File: config.mk
export PLATFORM = sky130hd
export DESIGN_NAME = qsn_syndrome_check
export DESIGN_NICKNAME = d
export VERILOG_FILES = /design/src/rtl/qsn_syndrome_check.sv
export SDC_FILE = /design/constraint.sdc
export NUM_CORES = 1
export LEC_CHECK = 0
export BUFFER_PORTS_ARGS = -buffer_cell sky130_fd_sc_hd__buf_2
export CAP_MARGIN = 20
export CORE_ASPECT_RATIO = 2
export CORE_MARGIN = 2
export CORE_UTILIZATION = 25
export CTS_CLUSTER_SIZE = 40
export DETAILED_ROUTE_END_ITERATION = 7
export HOLD_SLACK_MARGIN = 0.15
export PLACE_DENSITY_LB_ADDON = 0.08
export SYNTH_ARGS = -nofsm -noshare
export SYNTH_HDL_FRONTEND = slang
export SYNTH_SLANG_ARGS = --single-unit
File: constraint.sdc
create_clock -name clk -period 1.6 [get_ports clk]
set_input_delay 0.4 -clock clk [delete_from_list [all_inputs] [get_ports clk]]
set_output_delay 0.4 -clock clk [all_outputs]
set_load 0.01 [all_outputs]
File: src/rtl/qsn_syndrome_check.sv
// ---------------------------------------------------------------------------
// qsn_syndrome_check
//
// Purpose:
//   Sits directly behind the quasi-cyclic shift network of the LDPC decoder.
//   Each beat carries one cyclically shifted Z-bit hard-decision block. The
//   blocks of one base-matrix row are XOR-accumulated into that row's Z
//   parity checks (the row syndrome). After the last row it reports whether
//   every check is satisfied. The decoder uses this as its early-termination
//   test.
//
// Ports:
//   clk           clock, all state updates on the rising edge
//   rst           synchronous active-high reset
//   start         one-cycle pulse, begins a new codeword check (top priority)
//   in_valid      in_data/in_last carry a valid block this cycle
//   in_data       shifted block from the QSN output [LiftingFactor-1:0]
//   in_last       final block of the current row (qualified by in_valid)
//   busy          high while accumulating
//   done          one-cycle pulse, the check is complete
//   pass          all row syndromes zero, held until the next start
//   fail_row      first row with a nonzero syndrome (meaningful when pass=0)
//   row_syndrome  syndrome of the most recently completed row
//   drop          sticky, a beat arrived while not accumulating
//   unsat_count   saturating count of unsatisfied checks (SYND_WEIGHT_EN only)
//
// Configuration macro:
//   SYND_WEIGHT_EN  adds the unsat_count output and its counter.
// ---------------------------------------------------------------------------
module qsn_syndrome_check #(
  parameter int LiftingFactor = 4,
  parameter int NumRows       = 3,
  parameter int RowCountWidth = 2,
  parameter int WeightWidth   = 4
) (
  input  logic                     clk,
  input  logic                     rst,
  input  logic                     start,
  input  logic                     in_valid,
  input  logic [LiftingFactor-1:0] in_data,
  input  logic                     in_last,
  output logic                     busy,
  output logic                     done,
  output logic                     pass,
  output logic [RowCountWidth-1:0] fail_row,
  output logic [LiftingFactor-1:0] row_syndrome,
  output logic                     drop
`ifdef SYND_WEIGHT_EN
  ,
  output logic [WeightWidth-1:0]   unsat_count
`endif
);

  // Reject configurations whose row counter cannot reach the last row.
  if ((1 << RowCountWidth) < NumRows || WeightWidth < 1) begin : g_bad_cfg
    $error("qsn_syndrome_check: RowCountWidth too small for NumRows or WeightWidth < 1");
  end

  localparam logic [1:0] IDLE  = 2'd0;
  localparam logic [1:0] ACCUM = 2'd1;
  localparam logic [1:0] DONE  = 2'd2;

  localparam logic [RowCountWidth-1:0] LastRow = RowCountWidth'(NumRows - 1);

  logic [1:0]               state_q,     state_d;
  logic [LiftingFactor-1:0] acc_q,       acc_d;
  logic [RowCountWidth-1:0] row_cnt_q,   row_cnt_d;
  logic                     pass_q,      pass_d;
  logic                     fail_seen_q, fail_seen_d;
  logic [RowCountWidth-1:0] fail_row_q,  fail_row_d;
  logic [LiftingFactor-1:0] row_syn_q,   row_syn_d;
  logic                     drop_q,      drop_d;

  // Running XOR including this beat; on a last beat it is the row syndrome.
  logic [LiftingFactor-1:0] acc_x;
  assign acc_x = acc_q ^ in_data;

`ifdef SYND_WEIGHT_EN
  localparam int SumW = WeightWidth + LiftingFactor;

  logic [WeightWidth-1:0] unsat_q, unsat_d;
  logic [SumW-1:0]        unsat_sum;

  function automatic logic [SumW-1:0] popcount(input logic [LiftingFactor-1:0] v);
    logic [SumW-1:0] n;
    n = '0;
    for (int i = 0; i < LiftingFactor; i++) begin
      n = n + SumW'(v[i]);
    end
    return n;
  endfunction

  // Wide enough that the add never wraps before the saturation compare.
  assign unsat_sum = SumW'(unsat_q) + popcount(acc_x);
`endif

  always_comb begin
    // NOTE: every next-state signal gets a default first so no path through
    // the branches below leaves it unassigned, which would infer a latch.
    state_d     = state_q;
    acc_d       = acc_q;
    row_cnt_d   = row_cnt_q;
    pass_d      = pass_q;
    fail_seen_d = fail_seen_q;
    fail_row_d  = fail_row_q;
    row_syn_d   = row_syn_q;
    drop_d      = drop_q;
`ifdef SYND_WEIGHT_EN
    unsat_d     = unsat_q;
`endif

    if (start) begin
      // A beat arriving alongside start is discarded, not counted as a drop.
      state_d     = ACCUM;
      acc_d       = '0;
      row_cnt_d   = '0;
      pass_d      = 1'b1;
      fail_seen_d = 1'b0;
      fail_row_d  = '0;
      drop_d      = 1'b0;
`ifdef SYND_WEIGHT_EN
      unsat_d     = '0;
`endif
    end else begin
      case (state_q)
        ACCUM: begin
          if (in_valid) begin
            if (!in_last) begin
              acc_d = acc_x;
            end else begin
              row_syn_d = acc_x;
              acc_d     = '0;
              if (acc_x != '0) begin
                pass_d = 1'b0;
                if (!fail_seen_q) begin
                  fail_row_d  = row_cnt_q;
                  fail_seen_d = 1'b1;
                end
              end
`ifdef SYND_WEIGHT_EN
              if (unsat_sum > SumW'({WeightWidth{1'b1}})) begin
                unsat_d = '1;
              end else begin
                unsat_d = unsat_sum[WeightWidth-1:0];
              end
`endif
              if (row_cnt_q == LastRow) begin
                state_d   = DONE;
                row_cnt_d = '0;
              end else begin
                row_cnt_d = row_cnt_q + 1'b1;
              end
            end
          end
        end
        DONE: begin
          state_d = IDLE;
          if (in_valid) drop_d = 1'b1;
        end
        default: begin
          // IDLE, and recovery from any unused encoding.
          state_d = IDLE;
          if (in_valid) drop_d = 1'b1;
        end
      endcase
    end
  end

  always_ff @(posedge clk) begin
    // NOTE: sequential state uses non-blocking assignments so every register
    // samples the pre-edge values, independent of statement order.
    if (rst) begin
      state_q     <= IDLE;
      acc_q       <= '0;
      row_cnt_q   <= '0;
      pass_q      <= 1'b0;
      fail_seen_q <= 1'b0;
      fail_row_q  <= '0;
      row_syn_q   <= '0;
      drop_q      <= 1'b0;
`ifdef SYND_WEIGHT_EN
      unsat_q     <= '0;
`endif
    end else begin
      state_q     <= state_d;
      acc_q       <= acc_d;
      row_cnt_q   <= row_cnt_d;
      pass_q      <= pass_d;
      fail_seen_q <= fail_seen_d;
      fail_row_q  <= fail_row_d;
      row_syn_q   <= row_syn_d;
      drop_q      <= drop_d;
`ifdef SYND_WEIGHT_EN
      unsat_q     <= unsat_d;
`endif
    end
  end

  assign busy         = (state_q == ACCUM);
  assign done         = (state_q == DONE);
  assign pass         = pass_q;
  assign fail_row     = fail_row_q;
  assign row_syndrome = row_syn_q;
  assign drop         = drop_q;
`ifdef SYND_WEIGHT_EN
  assign unsat_count  = unsat_q;
`endif

endmodule

==> results of run 1 <==
==> cells in the final DEF (no fill, tap or decap), types with 2 or more instances in the layout <==
master,Yosys,layout
buf_2,1,18
dfxtp_1,17,17
nor2_1,16,16
nor3_1,10,10
a21oi_1,10,10
nand3b_1,5,5
nand2_1,4,4
o21ai_0,4,4
xor2_1,3,3
clkbuf_8,0,3
inv_1,2,2
mux2i_1,2,2
buf_4,0,2
==> power by group through the flow <==
stage | clock [uW] | combinational (uW) | sequential, uW
6_report | 335 | 84.6 | 440
5_1_grt | 361 | 95.1 | 441
4_1_cts | 341 | 86.5 | 440
3_5_place_dp | 0 | 86.2 | 450
3_3_place_gp | 0 | 86.4 | 449
2_1_floorplan | 0 | 49.1 | 451
==> flip-flops by register name, summed over array words and instances, names as in the netlist <==
register,cells
acc_q,4
row_syndrome,4
fail_row,2
row_cnt_q,2
state_q,2
drop,1
fail_seen_q,1
pass,1
==> cells by family after synthesis <==
family | after synthesis | synth area share, %
compound gates | 15 | 13.0
mux | 2 | 2.66
simple gates | 43 | 30.4
xor+xnor | 4 | 5.65
buf+inv | 6 | 3.16
flops | 17 | 45.2
==> worst paths after layout <==
| path | from | to | slack (ns) | depth (start not counted) |
|---|---|---|---|---|
| max reg2reg | acc_q[0] | fail_row[1] | 0.31 | 4 |
| min | rst | state_q[0] | 0.41 | 2 |
| max | state_q[0] | busy | 0.17 | 3 |
| min reg2reg | fail_seen_q | fail_seen_q | 0.46 | 2 |
==> metal layers <==
layer / vias to the layer above / routed length (um) / share of wire, % / global-route usage [%]
met5: - / 0 / 0 / 0
met4: 0 / 33 / 1.9 / 7.50
met3: 4 / 60 / 3.4 / 2.20
met2: 12 / 922 / 53 / 20.3
met1: 306 / 736 / 42 / 11.7
li1: 336 / - / - / -
==> stage by stage <==
step | setup slack (ns) | cells | util (%) | cell area [um2]
floorplan | 0.324 | 87 | - | 753
global placement | 0.119 | 133 | 30.2 | 880
finish | 0.167 | 137 | 31.8 | 925
detailed placement | 0.102 | 133 | 30.2 | 880
global route | 0.0995 | 137 | 31.8 | 925
CTS | 0.163 | 137 | 31.8 | 925
==> worst max-delay path, cell delays in order, from the launching register on <==
cell      delay, ns
dfxtp_1        0.44
nand2b_1       0.13
inv_1          0.09
buf_2          0.13
==> final cells by class <==
type / instances / area [um2] / area share [%]
clock buffers: 4 / 45.0 / 4.87
flip-flops and latches: 17 / 340 / 36.8
multi-input cells: 64 / 389 / 42.1
repair buffers: 20 / 105 / 11.4
inverters: 2 / 7.51 / 0.812
well taps: 30 / 37.5 / 4.06
==> impl_results.md, run 1 <==
- Outcome: finished, final reports clean
- Layout area overhead: 22.8%
- Antenna violations before repair: 0
- Crit path max fanout: 5
- Hold-fix buffers, CTS: 0
- CTS resizes: 0
- Post-Syn Nets: 96
- Syn Area/Cell: slightly below 9 um2
- Sw power: roughly 220 uW
- Slew @ Worst Pin: 0.346 ns
- Ys flop type: dfxtp_1
- Top cell type by total area after synthesis: dfxtp_1
- Sequential-to-total area share from yosys stat: between 40% and 50%
- Reg power frac: roughly 50%
- Period utilisation layout: around 90%
- CTS root buf: clkbuf_8
- Count leader, synth: dfxtp_1
- Pint: ~640 uW
- Hold Crit Class: primary input to flip-flop
- Worst vdd ir: roughly 0.42 mV
- IO Port Bufs: 18
- Antenna Nets Post-Route: 0
- Critical Path Start Type: flip-flop
- Switch share: roughly a quarter
- Synth Register Bits: 17
- CTS tree: yes
- Row count: 28
- Number of global-route vias before repair: 647
- WS Path Type: flip-flop to output port
- First-pass GRT wire length: 2.92 mm
- Max Slew Vio Count: 0
- Initial DRC count: 9
- Detailed Routing Iterations Pass 1: 4
- Fraction of layout cells with a size suffix above 1: between 20% and 30%
- Wire per inst: 12.8 um
- Post-Syn Area: 753 um2
- Final Wtd Congestion: roughly 0.68
- # IOs: 19
- Synth cell types: 22
- Via/cell ratio: about 4.8
- WL final: roughly 1.8 mm
- HPWL after DPL: between 1 and 1.5 mm
- Post-synth EDFFs: 0
- Fillers: between 300 and 400
- CTS Buf Count: 3
- Minimum clock period: around 1.4 ns
- Setup TNS: 0 ns
- Via count: about 660
- Synth top area share: between 40% and 50%
- Worst-path clk slew: 0.07 ns
- # setup viols final: 0
- WP data required: roughly 1.2 ns
- Diode count: 0
- Max Fclk: ~700 MHz
- Initial Util: around 26%
- Drt drc: 0
- Asr flop ratio synth: 0%
- Clock Latency Late Sink: between 0.2 and 0.3 ns
- Setup crit end kind: output port
- GR Overflow Total: 0
- Leak: 0.000376 uW
- Chip height: between 80 and 90 um
- Cells after Synth: 87
- Clock Tree Buf Depth: 2
- Combinational share of power: under 10%
- Final Power: roughly 860 uW
- WP data arrival: 1.03 ns
- Fin. Hold Viols: 0
- Setup repair after global routing missed its margin: no
- Synth area leaders: dfxtp_1 45%, nor2_1 8.0%, a21oi_1 6.6%
- Clock sink count: 17
- Core region area: roughly 2900 um2
- Post-synth top cells: 17 x dfxtp_1, 16 x nor2_1, 10 x a21oi_1, 10 x nor3_1, 5 x nand3b_1
- Die outline width: 42.8 um
- Slew HR: between 70% and 80%
- DIE AREA: 3490 um2
- Yosys warns: 0
- Clock Power Share: approximately two fifths
- # Post-CTS Setup Buffers: 0
- All-layer global routing usage: between 10% and 20%
- Nets: between 100 and 150
- Largest net degree at the start of global routing: 10
- Worst hold margin: 0.413 ns
- H-tree depth: 1
- Power density over the cells: slightly above 900 nW/um2
- Max cap viols: 0
- Worst Skew: around 0.0059 ns
No activity file was read; power rests on OpenSTA's default activity.
==> run 2, diff against run 1 <==
Settings changed: ABC_AREA set to 1, BUFFER_PORTS_ARGS -buffer_cell sky130_fd_sc_hd__buf_2 to -buffer_cell sky130_fd_sc_hd__clkbuf_2, CORE_ASPECT_RATIO 2 to unset, CORE_UTILIZATION 25 to 30.
==> run 2 against run 1 <==
Against the previous run: clock-buffer cell count stayed put; via count is 6.4% higher; largest power group unchanged; critical path type unchanged; global-route usage is 1.8 points higher; non-clock buffer count is 2 lower; setup slack worse by 0.015 ns; clock skew is 0.0042 ns lower; power is 11% lower; synthesized cell count is 21% higher; maximum frequency is 1.0% lower; largest cell class is now flip-flops and latches; cell count is 15% higher; sequential share of layout area is 0.87 points higher; clock power is 31% lower.
==> impl_results.md, run 2 <==
- Antenna Nets Post-Route: 0 (unchanged)
- DP Cell Count: 153 (was 133)
- Fin. Hold Viols: 0 (unchanged)
- CP top delay family: flip-flops (unchanged)
- Slew HR: 84.8% (was 76.9%)
- Worst vdd ir: 0.536 mV (was 0.419 mV)
- Setup repair after global routing missed its margin: no (unchanged)
- Chip height: 54.0 um (was 81.6 um)
- Nets: 137 (was 117)
- Period utilisation layout: 90.5% (was 89.6%)
- Outcome: finished, final reports clean (unchanged)
- Reg2Reg Depth: 8 (was 4)
- Worst Skew: 0.00172 ns (was 0.00590 ns)
- Max cap viols: 0 (unchanged)
- Area post-placement: 877 um2 (was 880 um2)
- Asr flop ratio synth: 0% (unchanged)
- Power density over the cells: 842 nW/um2 (was 929 nW/um2)
- Post-synth EDFFs: 0 (unchanged)
- Setup TNS: 0 ns (unchanged)
- Drt drc: 0 (unchanged)
- Count leader, synth: nand2_1 (was dfxtp_1)
- All-layer global routing usage: 13.2% (was 11.4%)
- Synth Register Bits: 17 (unchanged)
- Via count: 700 (was 658)
- Detailed Routing Iterations Pass 1: 4 (unchanged)
- Number of global-route vias before repair: 596 (was 647)
- Largest net degree at the start of global routing: 10 (unchanged)
- Clock Latency Late Sink: 0.29 ns (was 0.26 ns)
- Leak: 0.000425 uW (was 0.000376 uW)
- Synth area leaders: dfxtp_1 45%, nand2_1 15%, inv_1 8.5% (was dfxtp_1 45%, nor2_1 8.0%, a21oi_1 6.6%)
- First-pass GRT wire length: 2.64 mm (was 2.92 mm)
- Post-synth top cells: 30 x nand2_1, 17 x dfxtp_1, 17 x inv_1 (was 17 x dfxtp_1, 16 x nor2_1, 10 x a21oi_1, 10 x nor3_1, 5 x nand3b_1)
- Cells after Synth: 105 (was 87)
- Commonest non-fill, non-tap cell in the layout: nand2_1 (was buf_2)
- Post-route insts no fill: 157 (was 137)
- Post-Syn Nets: 114 (was 96)
- Die outline width: 54.0 um (was 42.8 um)
- Simple-gate share of the synthesized area: 30.1% (was 30.4%)
- Crit path max fanout: 6 (was 5)
- Fraction of layout cells with a size suffix above 1: 22.8% (was 25.2%)
- Via/cell ratio: 4.46 (was 4.80)
- CP Cell Sequence: inv_1 > nor2_4 > clkbuf_2 (was nand2b_1 > inv_1 > buf_2)
- Clock sink count: 17 (unchanged)
- Layout area overhead: 20.5% (was 22.8%)
- CTS root buf: clkbuf_4 (was clkbuf_8)
- Worst Hold Path EP: pass (was state_q[0])
- Final Power: 761 uW (was 859 uW)
- Initial DRC count: 9 (unchanged)
- Hold path cells: 2 (unchanged)
- Antenna violations before repair: 0 (unchanged)
- CTS resizes: 0 (unchanged)
- WP data arrival: 1.05 ns (was 1.03 ns)
- Design Area, Final: 903 um2 (was 925 um2)
- Row count: 18 (was 28)
- Initial Util: 30.8% (was 25.9%)
- GR Overflow Total: 0 (unchanged)
- HPWL after DPL: 1.25 mm (was 1.37 mm)
- Reg-to-reg endpoint: pass (was fail_row[1])
- Critical Path Start Type: flip-flop (unchanged)
- Synth top area share: 45.4% (was 45.2%)
- Wire per inst: 10.2 um (was 12.8 um)
- IO Port Bufs: 18 (unchanged)
- # Post-CTS Setup Buffers: 0 (unchanged)
- Synth Area in Compound Gates: 15.0% (was 13.0%)
- Minimum clock period: 1.45 ns (was 1.43 ns)
- R2r setup slk: 0.43 ns (was 0.31 ns)
- Post-synthesis mux area share: 0% (was 2.66%)
- CTS tree: yes (unchanged)
- CP peak stage delay: 0.35 ns (was 0.44 ns)
- WL final: 1.60 mm (was 1.75 mm)
- Yosys warns: 0 (unchanged)
- Most frequent cells in the layout: 30 x nand2_1, 18 x clkbuf_2, 17 x inv_1, 17 x dfxtp_1, 12 x a21oi_1 (was 18 x buf_2, 17 x dfxtp_1, 16 x nor2_1)
- Max Fclk: 691 MHz (was 698 MHz)
- DIE AREA: 2910 um2 (was 3490 um2)
- Sequential-to-total area share from yosys stat: 45.4% (was 45.2%)
- Syn Area/Cell: 7.14 um2 (was 8.66 um2)
- Synth cell types: 16 (was 22)
- Core region area: 2430 um2 (was 2910 um2)
- Hold-fix buffers, CTS: 0 (unchanged)
- Max Slew Vio Count: 0 (unchanged)
- XOR/XNOR Fraction of Synth Area: 0% (was 5.65%)
- Largest family of logic cells by synthesized area: simple AND/OR/NAND/NOR gates (unchanged)
- # setup viols final: 0 (unchanged)
- Setup crit end kind: output port (unchanged)
- # IOs: 19 (unchanged)
- WS Path Type: flip-flop to output port (unchanged)
- Synth Area in Adders: 0% (unchanged)
- Final Wtd Congestion: 0.730 (was 0.682)
- Diode count: 0 (unchanged)
- Post-Syn Area: 749 um2 (was 753 um2)
- Worst-path clk slew: 0.10 ns (was 0.07 ns)
- Clock Tree Buf Depth: 2 (unchanged)
- Hold Crit Class: primary input to flip-flop (unchanged)
- Top cell type by total area after synthesis: dfxtp_1 (unchanged)
- Buffer and inverter count on the worst path: 2 (unchanged)
- Slowest CP cell: dfxtp_1 (unchanged)
- CTS Buf Count: 3 (unchanged)
- Slew @ Worst Pin: 0.227 ns (was 0.346 ns)
- Ys flop type: dfxtp_1 (unchanged)
- HP Start: rst (unchanged)
- WP data required: 1.20 ns (about the same)
- Reg2reg start: acc_q[0] (unchanged)
- H-tree depth: 1 (unchanged)
## run 2: cell count changes after synthesis, sizes merged, moves of 3 or more
cell,before,now
clkbuf,3,0
xor2,4,0
nand2,4,32
nand3b,5,0
nand3,0,4
nor2,17,11
inv,2,19
a31oi,0,4
nor3,10,1
## run 2: logic make-up (layout without fill, tap and decap cells)
family,count (synthesis),in the layout
flops,17,17
buf+inv,19,41
compound gates,21,21
simple gates,48,48
## run 2: layer usage
layer	routed length (um)	global-route usage (%)
met3	106	6.11
met4	20	5.00
met1	796	16.1
met5	0	0
met2	673	20.3
## run 2: final cells by class
| class | count | area [um2] |
|---|---|---|
| Clock buffer | 4 | 26.3 |
| Inverter | 19 | 71.3 |
| Multi-Input combinational cell | 69 | 338 |
| Fill cell | 286 | 1530 |
| Timing Repair Buffer | 18 | 90.1 |
| Tap cell | 30 | 37.5 |
| Sequential cell | 17 | 340 |
## run 2: how the worst max path moves through the flow
| stage | startpoint | end | slack [ns] | cells after the start |
|---|---|---|---|---|
| detailed placement | in_data[3] | pass | 0.30 | 9 |
| global placement | in_data[0] | pass | 0.32 | 9 |
| finish | state_q[0] | busy | 0.15 | 3 |
| global route | state_q[0] | busy | 0.06 | 3 |
| CTS | state_q[0] | busy | 0.13 | 3 |
| floorplan | state_q[0] | fail_row[0] | 0.55 | 7 |
## run 2: report_power, final
group,internal (uW),switching (uW),total [uW]
clock,96.9,134,231
sequential,434,5.37,439
combinational,32.3,58.7,91.0
total,563,198,761
## run 2: through the flow
stage	util [%]	setup WS, ns	hold WS (ns)
after floorplan	-	0.552	0.435
after global placement	36.1	0.320	0.451
after detailed placement	36.1	0.302	0.454
after CTS	37.1	0.131	0.309
after global routing	37.1	0.0645	0.331
final	37.1	0.152	0.316
